`config.mk`:
```
export PLATFORM = sky130hd
export DESIGN_NAME = pc_fetch_unit
export DESIGN_NICKNAME = d
export VERILOG_FILES = /design/src/rtl/pc_fetch_unit.sv
export SDC_FILE = /design/constraint.sdc
export NUM_CORES = 1
export LEC_CHECK = 0
export BUFFER_PORTS_ARGS = -buffer_cell sky130_fd_sc_hd__buf_2
export CORE_MARGIN = 1
export CORE_UTILIZATION = 45
export CTS_BUF_LIST = sky130_fd_sc_hd__clkbuf_16
export CTS_CLUSTER_SIZE = 40
export DETAILED_ROUTE_END_ITERATION = 7
export MAX_ROUTING_LAYER = met4
export PLACE_DENSITY = 0.71
export SETUP_SLACK_MARGIN = 0.2
export SYNTH_ARGS = -nofsm -noshare
export SYNTH_HDL_FRONTEND = slang
export SYNTH_SLANG_ARGS = --single-unit
```
`constraint.sdc`:
```
create_clock -name clk -period 8.6 [get_ports clk]
set_input_delay 0.43 -clock clk [delete_from_list [all_inputs] [get_ports clk]]
set_output_delay 0.43 -clock clk [all_outputs]
set_load 0.01 [all_outputs]
```
`src/rtl/pc_fetch_unit.sv`:
```
// Program-counter fetch unit: issues fetch requests with a valid/ready handshake.
// Redirects are handled here, and one redirect can be buffered while a request is stalled.
module pc_fetch_unit #(
    parameter int unsigned             Reg_size     = 32,
    parameter logic [Reg_size-1:0]     RESET_VECTOR = '0,
    parameter int unsigned             INC          = 4,
    parameter int unsigned             ALIGN_BITS   = 2,
    parameter int unsigned             CNT_W        = 16
) (
    input  logic                clk,
    input  logic                rst,
    input  logic                en,
    input  logic                redirect_valid,
    input  logic [Reg_size-1:0] redirect_target,
    output logic                req_valid,
    output logic [Reg_size-1:0] req_addr,
    input  logic                req_ready,
    output logic [Reg_size-1:0] pc_out,
    output logic                err,
    output logic [Reg_size-1:0] err_addr,
    output logic [CNT_W-1:0]    fetch_count
);

    typedef enum logic [1:0] {
        IDLE  = 2'd0,
        FETCH = 2'd1,
        ERROR = 2'd2
    } state_t;

    // A zero-width alignment field yields an all-zero mask, so the check disappears.
    localparam logic [Reg_size-1:0] ALIGN_MASK = Reg_size'((64'd1 << ALIGN_BITS) - 64'd1);

    state_t              state_q, state_d;
    logic [Reg_size-1:0] pc_q, pc_d;
    logic [Reg_size-1:0] pend_q, pend_d;
    logic                pend_vld_q, pend_vld_d;
    logic [Reg_size-1:0] err_addr_q, err_addr_d;
    logic [CNT_W-1:0]    cnt_q, cnt_d;

    logic [Reg_size-1:0] tgt;
    logic                tgt_is_jump;

    always_ff @(posedge clk or posedge rst) begin
        if (rst) begin
            state_q    <= IDLE;
            pc_q       <= RESET_VECTOR;
            pend_q     <= '0;
            pend_vld_q <= 1'b0;
            err_addr_q <= '0;
            cnt_q      <= '0;
        end else begin
            state_q    <= state_d;
            pc_q       <= pc_d;
            pend_q     <= pend_d;
            pend_vld_q <= pend_vld_d;
            err_addr_q <= err_addr_d;
            cnt_q      <= cnt_d;
        end
    end

    always_comb begin
        state_d     = state_q;
        pc_d        = pc_q;
        pend_d      = pend_q;
        pend_vld_d  = pend_vld_q;
        err_addr_d  = err_addr_q;
        cnt_d       = cnt_q;
        tgt         = pc_q + Reg_size'(INC);
        tgt_is_jump = 1'b0;

        unique case (state_q)
            IDLE: begin
                if (redirect_valid) begin
                    pend_vld_d = 1'b0;
                    if ((redirect_target & ALIGN_MASK) != '0) begin
                        state_d    = ERROR;
                        err_addr_d = redirect_target;
                    end else begin
                        pc_d = redirect_target;
                        if (en) state_d = FETCH;
                    end
                end else if (en) begin
                    state_d = FETCH;
                end
            end
            FETCH: begin
                if (req_ready) begin
                    cnt_d      = cnt_q + CNT_W'(1);
                    pend_vld_d = 1'b0;
                    if (redirect_valid) begin
                        tgt         = redirect_target;
                        tgt_is_jump = 1'b1;
                    end else if (pend_vld_q) begin
                        tgt         = pend_q;
                        tgt_is_jump = 1'b1;
                    end
                    if (tgt_is_jump && ((tgt & ALIGN_MASK) != '0)) begin
                        state_d    = ERROR;
                        err_addr_d = tgt;
                    end else begin
                        pc_d    = tgt;
                        state_d = en ? FETCH : IDLE;
                    end
                end else if (redirect_valid) begin
                    // Stalled request keeps its address; only the newest redirect is kept.
                    pend_d     = redirect_target;
                    pend_vld_d = 1'b1;
                end
            end
            ERROR: begin
                state_d = ERROR;
            end
            default: begin
                state_d = IDLE;
            end
        endcase
    end

    assign req_valid   = (state_q == FETCH);
    assign req_addr    = pc_q;
    assign pc_out      = pc_q;
    assign err         = (state_q == ERROR);
    assign err_addr    = err_addr_q;
    assign fetch_count = cnt_q;

endmodule

```
=== Yosys cells after proc, flatten, opt, wreduce, memory -nomap -nowiden ===
Cells that the tools add are included.

* Register bits after elaboration: 115
* Latch bits: 0
* Bits in writable memories: 0
* Memory bits (read-only): 0
* Bits of input ports: 37
* Output and inout bits: 114
* Word-level logic and storage cells: 57
* Memories kept: 0

* Add/sub/neg operators: 2
* Multiply operators: 0
* Div/mod/pow operators: 0
* $lt $le $gt $ge: 0
* Eq/ne operators: 9
* Shifts and indexed selects: 0
* Mux-type cells: 29
* Bitwise operators: 1
* Reductions and logical operators: 10

{| class="wikitable"
|+ Operator list
! operator !! count
|-
| 2-to-1 mux 32 bit || 12
|-
| one-hot mux 32 bit (2 select lines) || 2
|-
| nonzero test 32 bit || 2
|-
| adder 32 x 3 -> 32 bit, second input constant || 1
|-
| adder 16 x 1 -> 16 bit, second input constant || 1
|-
| 2-to-1 mux 2 bit || 5
|-
| AND reduction 5 bit || 2
|-
| 2-to-1 mux 1 bit || 8
|-
| inequality test 2 bit, second input constant || 4
|-
| one-hot mux 2 bit (3 select lines) || 1
|-
| AND reduction 3 bit || 2
|-
| inequality test 2 x 1 -> 1 bit, second input constant || 2
|-
| inequality test 3 x 2 -> 1 bit, second input constant || 1
|-
| == test 2 x 1 -> 1 bit, second input constant || 1
|-
| == test 2 bit, second input constant || 1
|-
| zero test 2 bit || 1
|-
| one-hot mux 1 bit (2 select lines) || 1
|-
| AND reduction 2 bit || 1
|-
| nonzero test 2 bit || 1
|-
| logical AND 1 bit || 1
|-
| inverter 1 bit || 1
|}

=== Longest topological paths before layout ===
Gate-level depths: netlist (run 1).

* Depth after elaboration: 10
* Depth in mapped cells: 8
* Mapped depth without buffers: 6

=== Worst setup path after synthesis (run 1) ===
No wires, ideal clock.

* Kind: register -> register
* From: register pc_q[4] (netlist: pc_out[4])
* To: register pc_q[21] (netlist: pc_out[21])
* Setup time: 0.069 ns
* Arrival time: 2.058 ns
* Required time: 8.531 ns
* Path slack: 6.473 ns
* Cell stages (with the launch flop): 7
* Buffers on the path: 1
* Period minus slack after synthesis: 2.127 ns
* Cells stage by stage: dfrtp_1 -> nand3_1 -> or4_1 -> buf_2 -> or4_1 -> a311o_1 -> nand3_1

* Cells in the longest elaborated chain, start to end: 8

{| class="wikitable"
|+ Ends and longest elaborated chain
! element !! line !! text
|-
| start: declaration || 34 || <nowiki>logic [Reg_size-1:0] pc_q, pc_d;</nowiki>
|-
| start signal: assignment || 53 || <nowiki>pc_q <= pc_d;</nowiki>
|-
| adder 32 x 3 -> 32 bit || 68 || <nowiki>tgt = pc_q + Reg_size'(INC);</nowiki>
|-
| 2-to-1 mux 32 bit || 93 || <nowiki>end else if (pend_vld_q) begin</nowiki>
|-
| 2-to-1 mux 32 bit || 90 || <nowiki>if (redirect_valid) begin</nowiki>
|-
| 2-to-1 mux 32 bit || 87 || <nowiki>if (req_ready) begin</nowiki>
|-
| 2-to-1 mux 32 bit || 71 || <nowiki>unique case (state_q)</nowiki>
|-
| 2-to-1 mux 32 bit || 97 || <nowiki>if (tgt_is_jump && ((tgt & ALIGN_MASK) != '0)) begin</nowiki>
|-
| 2-to-1 mux 32 bit || 87 ||
|-
| one-hot mux 32 bit (2 select lines) || 71 ||
|}

No other way between the ends. The select of a mux whose other input is x is not followed.
A chain may end at the register's enable or synchronous reset.

=== Final worst setup path (run 1) ===
Ends and elaborated chain as after synthesis.

==> qor.csv, run 1 <==
metric,value,unit
dr.first_iter.drc_count,365,
via_count,5239,
gr-usage-all-layers,25.4,%
grt_pass1_wl,25000,um
arrival,2910,ps
fin_crit_sh,29.7,%
cts_setup_buffers,0,
synth_nets,672,
initial_core_util,46.6,%
synthMuxAreaShare,7.10,%
path_delay_family,simple AND/OR/NAND/NOR gates,
core,12700,sq um
fmax,391,MHz
dp_hpwl,10900,um
via_per_inst,5.67,
cts_buffers,17,
synth_xor_area_share,3.11,%
drive_gt1_share,29.0,%
rows,41,
tightest_slew,1010,ps
clockBufferDepth,2,
netlist-cell-type-count,54,
cts-resized-gates,0,
gr-total-overflow,0,
synthArstFlopShare,100,%
die_h,117,um
mostFrequentLayoutCells,"buf_2, dfrtp_1, nand2_1",
status,"complete, no violations",
final_area,7070,sq um
place_congestion,0.867,
yosys.area_share.adder,0.422,%
setup_viol,0,
syn2layout_area_growth,19.3,%
ant_nets,0,
grt_max_degree,79,
fin_worst_skew,4.88,ps
synth_top_family_by_area,simple AND/OR/NAND/NOR gates,
use_met3,4.83,%
place_ws,6090,ps
totalWireLength,15900,um
placed_area,6580,sq um
ys_ff_latch,115,
layout_commonest_cell,buf_2,
yosysSeqAreaShare,48.6,%
grtUsageMet2,38.2,%
path_cells,nand3_1 -> or4_1 -> or4_1 -> a311o_1 -> nand3_1,
avgSynthCellArea,9.36,sq um
htreeDepth,4,
routedWlPerCell,17.2,um
busiest_layer,met2,
syn-cell-area,5920,sq um
yosys_most_used_dff,dfrtp_1,
fill_cells,1154,
syn_inst,633,
insertion_delay,420,ps
antenna_found_initial,0,
clock-sinks,115,
setup_slack,6040,ps
peakVddDrop,0.151,mV
path_max_fanout,11,
crit_path_end_kind,register,
clock-root-buffer,clkbuf_16,
min_path_type,input port to asynchronous set/reset pin,
drcViolationCount,0,
p_per_area,299,nW/um^2
synth-compound-area-share,15.6,%
crit_path_top_delay_cell,or4_1,
dieArea,13600,sq um
die_x,117,um
maxSlewHeadroom,32.4,%
yosysWarnings,0,
cts_hold_buf,0,
synthSimpleGateAreaFrac,17.6,%
pin_count,151,
finalHoldViolations,0,
grt_use_met1,32.2,%
grt_pass1_vias,4905,
antenna_cells,0,
first_pass_iters,4,
synth-edff-count,0,
maxCapViolations,0,
path_class,register to register,
maxSlewViolCount,0,
rsz0062_at_grt,false,
cp.buffers_inverters,0,
required,8950,ps
portBuffers,150,
critical_path.max_stage_delay,770,ps
p_leak,3.48,nW
path_clk_slew,50,ps
cts_tree,yes,
layout_min_cycle_time,2560,ps
final_nets,778,
tns,0,ps
start_kind,register,
fin_util,55.5,%
[layout make-up]
type                    count  area [sq um]  share of cell area (%)
clock buffers              17           425                    6.02
multi-input cells         431          2610                    37.0
well taps                 172           215                    3.05
flip-flops and latches    115          2880                    40.7
clock inverters            15          60.1                   0.850
inverters                  16          62.6                   0.885
repair buffers            158           811                    11.5
[report_power, final]
| group | total, mW | switching (mW) | leakage [nW] | internal (mW) |
|---|---|---|---|---|
| registers | 0.867 | 0.169 | 1.46 | 0.698 |
| clock network | 0.583 | 0.231 | 0.255 | 0.351 |
| logic | 0.661 | 0.388 | 1.76 | 0.273 |
[cells by family (layout without fill, tap and decap cells)]
logic type / count (synthesis) / in the layout
simple gates: 219 / 219
compound gates: 151 / 151
flops: 115 / 115
buf+inv: 87 / 206
mux: 38 / 38
xor+xnor: 21 / 21
fa+ha+maj: 2 / 2
[cell usage after synthesis, types with 2 or more instances]
| cell | number | area [sq um] |
|---|---|---|
| o21ai_0 | 53 | 265 |
| a311oi_1 | 4 | 35.0 |
| xor2_1 | 12 | 105 |
| nand2_1 | 96 | 360 |
| nand4_1 | 12 | 75.1 |
| o22a_1 | 2 | 17.5 |
| inv_1 | 15 | 56.3 |
| a21oi_1 | 36 | 180 |
| nand3_1 | 25 | 125 |
| ha_1 | 2 | 25.0 |
| o211ai_1 | 2 | 15.0 |
| mux2i_1 | 6 | 60.1 |
| nor3b_1 | 2 | 15.0 |
| nand2b_1 | 4 | 25.0 |
| buf_1 | 2 | 7.51 |
| buf_4 | 32 | 240 |
| a31oi_1 | 18 | 113 |
| and2_1 | 5 | 31.3 |
| nor3_1 | 11 | 55.1 |
| nor4_1 | 5 | 31.3 |
| and4b_1 | 2 | 20.0 |
| dfrtp_1 | 115 | 2880 |
| o31a_1 | 2 | 17.5 |
| a311o_1 | 2 | 20.0 |
| nor2_1 | 26 | 97.6 |
| o41ai_1 | 3 | 26.3 |
| and3_1 | 11 | 68.8 |
| o311ai_0 | 6 | 52.6 |
| o31ai_1 | 7 | 52.6 |
| and4_1 | 2 | 17.5 |
| or3_1 | 9 | 56.3 |
| xnor2_1 | 9 | 78.8 |
| a21boi_0 | 2 | 15.0 |
| nor2b_1 | 3 | 18.8 |
| o21a_1 | 4 | 30.0 |
| or4_1 | 2 | 15.0 |
| clkbuf_1 | 35 | 131 |
| mux2_2 | 32 | 360 |
| buf_2 | 2 | 10.0 |
[worst reg2reg max path, delay by kind of cell, from the launching register on]
kind / cells / cell delay [ps]
AOI/OAI and AO/OA: 1 / 320
DFF: 1 / 470
and+or+nand+nor: 4 / 1700
[through the flow]
stage / hold slack (ps) / power, mW / cells
2_1_floorplan: 472 / 1.30 / 633
3_3_place_gp: 452 / 1.52 / 892
3_5_place_dp: 456 / 1.54 / 892
4_1_cts: 70.4 / 2.13 / 924
5_1_grt: 101 / 2.25 / 924
6_report: 60.9 / 2.11 / 924
[sequential cells by signal, summed over array words and instances, names as in the netlist]
register     flops
err_addr        32
pc_out          32
pend_q          32
fetch_count     16
state_q          2
pend_vld_q       1
[path summary, 6_finish.rpt]
kind / start / to / slack, ps / cells after the start
worst max-delay path: pc_out[4] / pc_out[21] / 6040 / 5
worst min-delay path: rst / err_addr[23] / 60 / 2
worst max register to register: pc_out[4] / pc_out[21] / 6040 / 5
worst min register to register: fetch_count[15] / fetch_count[15] / 470 / 1
max in group asynchronous: rst / pc_out[12] / 7140 / 3
min in group clk: redirect_target[17] / pend_q[17] / 240 / 3
[routing by layer]
layer	vias up	share of wire, %
met5	-	0
met4	0	3.3
met3	41	5.5
met2	188	48
met1	2569	43
li1	2441	-
(Power assumes the default switching activity.)
==> run 2, diff against run 1 <==
==> constraint.sdc (replaced) <==
create_clock -name clk -period 2.5 [get_ports clk]
set_input_delay 0.125 -clock clk [delete_from_list [all_inputs] [get_ports clk]]
set_output_delay 0.125 -clock clk [all_outputs]
set_load 0.01 [all_outputs]
==> run 2 against run 1 <==
Compared with the run above:
- hold slack gained 26 ps
- global-route usage increased by 1.6 points
- combinational power grew to 3.6 times the previous value
- via count increased by 2.8%
- maximum frequency grew 19%
- sequential power grew to 3.4 times the previous value
- sequential cell count stayed put
- design area rose by 8.4%
- clock skew is 2.6 ps higher
- non-clock buffer count up 50
- critical path type unchanged
- largest cell class unchanged
- highest routed layer unchanged
==> qor.csv, run 2 (synthesized netlist as in run 1, its figures left out) <==
metric,value,unit,change
status,"complete, no violations",,
grt_pass1_wl,26700,um,+6.7%
syn2layout_area_growth,29.3,%,
drive_gt1_share,30.4,%,+1.4 points
insertion_delay,410,ps,about the same
required,2850,ps,-6100 ps
place_congestion,0.843,,-2.8%
antenna_cells,0,,unchanged
tightest_slew,640,ps,-375 ps
path_clk_slew,50,ps,about the same
cts_buffers,17,,unchanged
initial_core_util,46.6,%,unchanged
min_path_type,input port to register,,
fin_worst_skew,7.48,ps,+2.60 ps
via_count,5388,,+2.8%
fmax,465,MHz,+19%
p_leak,3.73,nW,+7.4%
worstSetupStartpoint,pc_out[4],,
placedCellCount,906,,+1.6%
grtUsageMet2,42.8,%,+4.7 points
portBuffers,150,,unchanged
grt_pass1_vias,5310,,+8.3%
p_per_area,1010,nW/um^2,+240%
placed_area,6720,sq um,+2.2%
tns,0,ps,unchanged
crit_path_end_kind,register,,
ant_nets,0,,unchanged
peakVddDrop,0.609,mV,+300%
finalHoldViolations,0,,unchanged
maxSlewHeadroom,57.3,%,+25 points
hold_ws,87.2,ps,+26.3 ps
path_max_fanout,8,,-3
dr.first_iter.drc_count,375,,+2.7%
rr_endpoint,pc_out[21],,
maxCapViolations,0,,unchanged
stdcell_count,974,,+5.4%
arrival,2500,ps,-410 ps
maxSlewViolCount,0,,unchanged
via_per_inst,5.53,,-2.4%
gr-usage-all-layers,27.1,%,+1.6 points
grt_max_degree,60,,-24%
first_pass_iters,5,,+1
clockBufferDepth,2,,unchanged
start_kind,register,,
cts_tree,yes,,
endpoint,pc_out[21],,
die_h,117,um,unchanged
layout_min_cycle_time,2150,ps,-408 ps
setup_viol,0,,unchanged
gr-total-overflow,0,,unchanged
final_area,7660,sq um,+8.4%
clock-sinks,115,,unchanged
dp_hpwl,11200,um,+2.2%
mostFrequentLayoutCells,"buf_2, dfrtp_1, nand2_1",,
use_met3,6.75,%,+1.9 points
worst-r2r-cell-count,5,,unchanged
rows,41,,unchanged
pin_count,151,,unchanged
setup_slack,352,ps,-5690 ps
layout_commonest_cell,buf_2,,
grt_use_met1,33.4,%,+1.2 points
path_class,register to register,,
totalWireLength,16900,um,+5.8%
place_ws,339,ps,-5750 ps
busiest_layer,met2,,
antenna_found_initial,0,,unchanged
drcViolationCount,0,,unchanged
rsz0062_at_grt,false,,
fin_crit_sh,85.9,%,+56 points
htreeDepth,4,,unchanged
dieArea,13600,sq um,unchanged
clock-root-buffer,clkbuf_16,,
die_x,117,um,unchanged
routedWlPerCell,17.3,um,+0.40%
rrSetupSlack,350,ps,-5690 ps
final_nets,828,,+6.4%
r2r_start,pc_out[4],,
core,12700,sq um,unchanged
## run 2: area by class of cell
class,count,area (sq um)
clock inverters,15,148
clock buffers,17,425
fillers,1115,5060
repair buffers,208,1310
inverters,16,63.8
flip-flops and latches,115,2880
well taps,172,215
multi-input cells,431,2620
## run 2: how the worst min path moves through the flow
stage                        startpoint             end  cells after the start
finish                        req_ready  fetch_count[0]                      3
global route             redirect_valid      pend_vld_q                      3
CTS                           req_ready  fetch_count[0]                      3
detailed placement                  rst      pend_q[25]                      2
global placement                    rst    err_addr[31]                      2
floorplan           redirect_target[17]      pend_q[17]                      2
## run 2: timing repair
item | CTS | global route
setup endpoints to repair | 0 | 4
hold buffers | 34 | 0
hold endpoints to repair | 62 | 0
gates resized for setup | 0 | 2
setup buffers | 0 | 2
## run 2: routing by layer
metal | vias to the layer above | part of all wire [%]
li1 | 2537 | -
met1 | 2621 | 42
met2 | 195 | 49
met3 | 35 | 6.4
met4 | 0 | 2.2
met5 | - | 0
## run 2: per-stage QoR
step                      utilization (%)  power (mW)
after floorplan                         -        4.46
after global placement               52.9        5.28
after detailed placement             52.9        5.32
after CTS                            60.0        7.75
after global routing                 60.2        8.23
final                                60.2        7.72
## run 2: worst max-delay path, cell delays in order (launching register included)
cell and delay (ps):
dfrtp_1 470, nand3_1 160, or4_1 560, or4_1 490
a311o_1 330, nand3_1 70
## run 2: where the power goes
| part | total, mW | internal (mW) | switching (mW) |
|---|---|---|---|
| clock network | 2.37 | 1.53 | 0.836 |
| registers | 2.96 | 2.40 | 0.556 |
| logic | 2.39 | 1.01 | 1.38 |
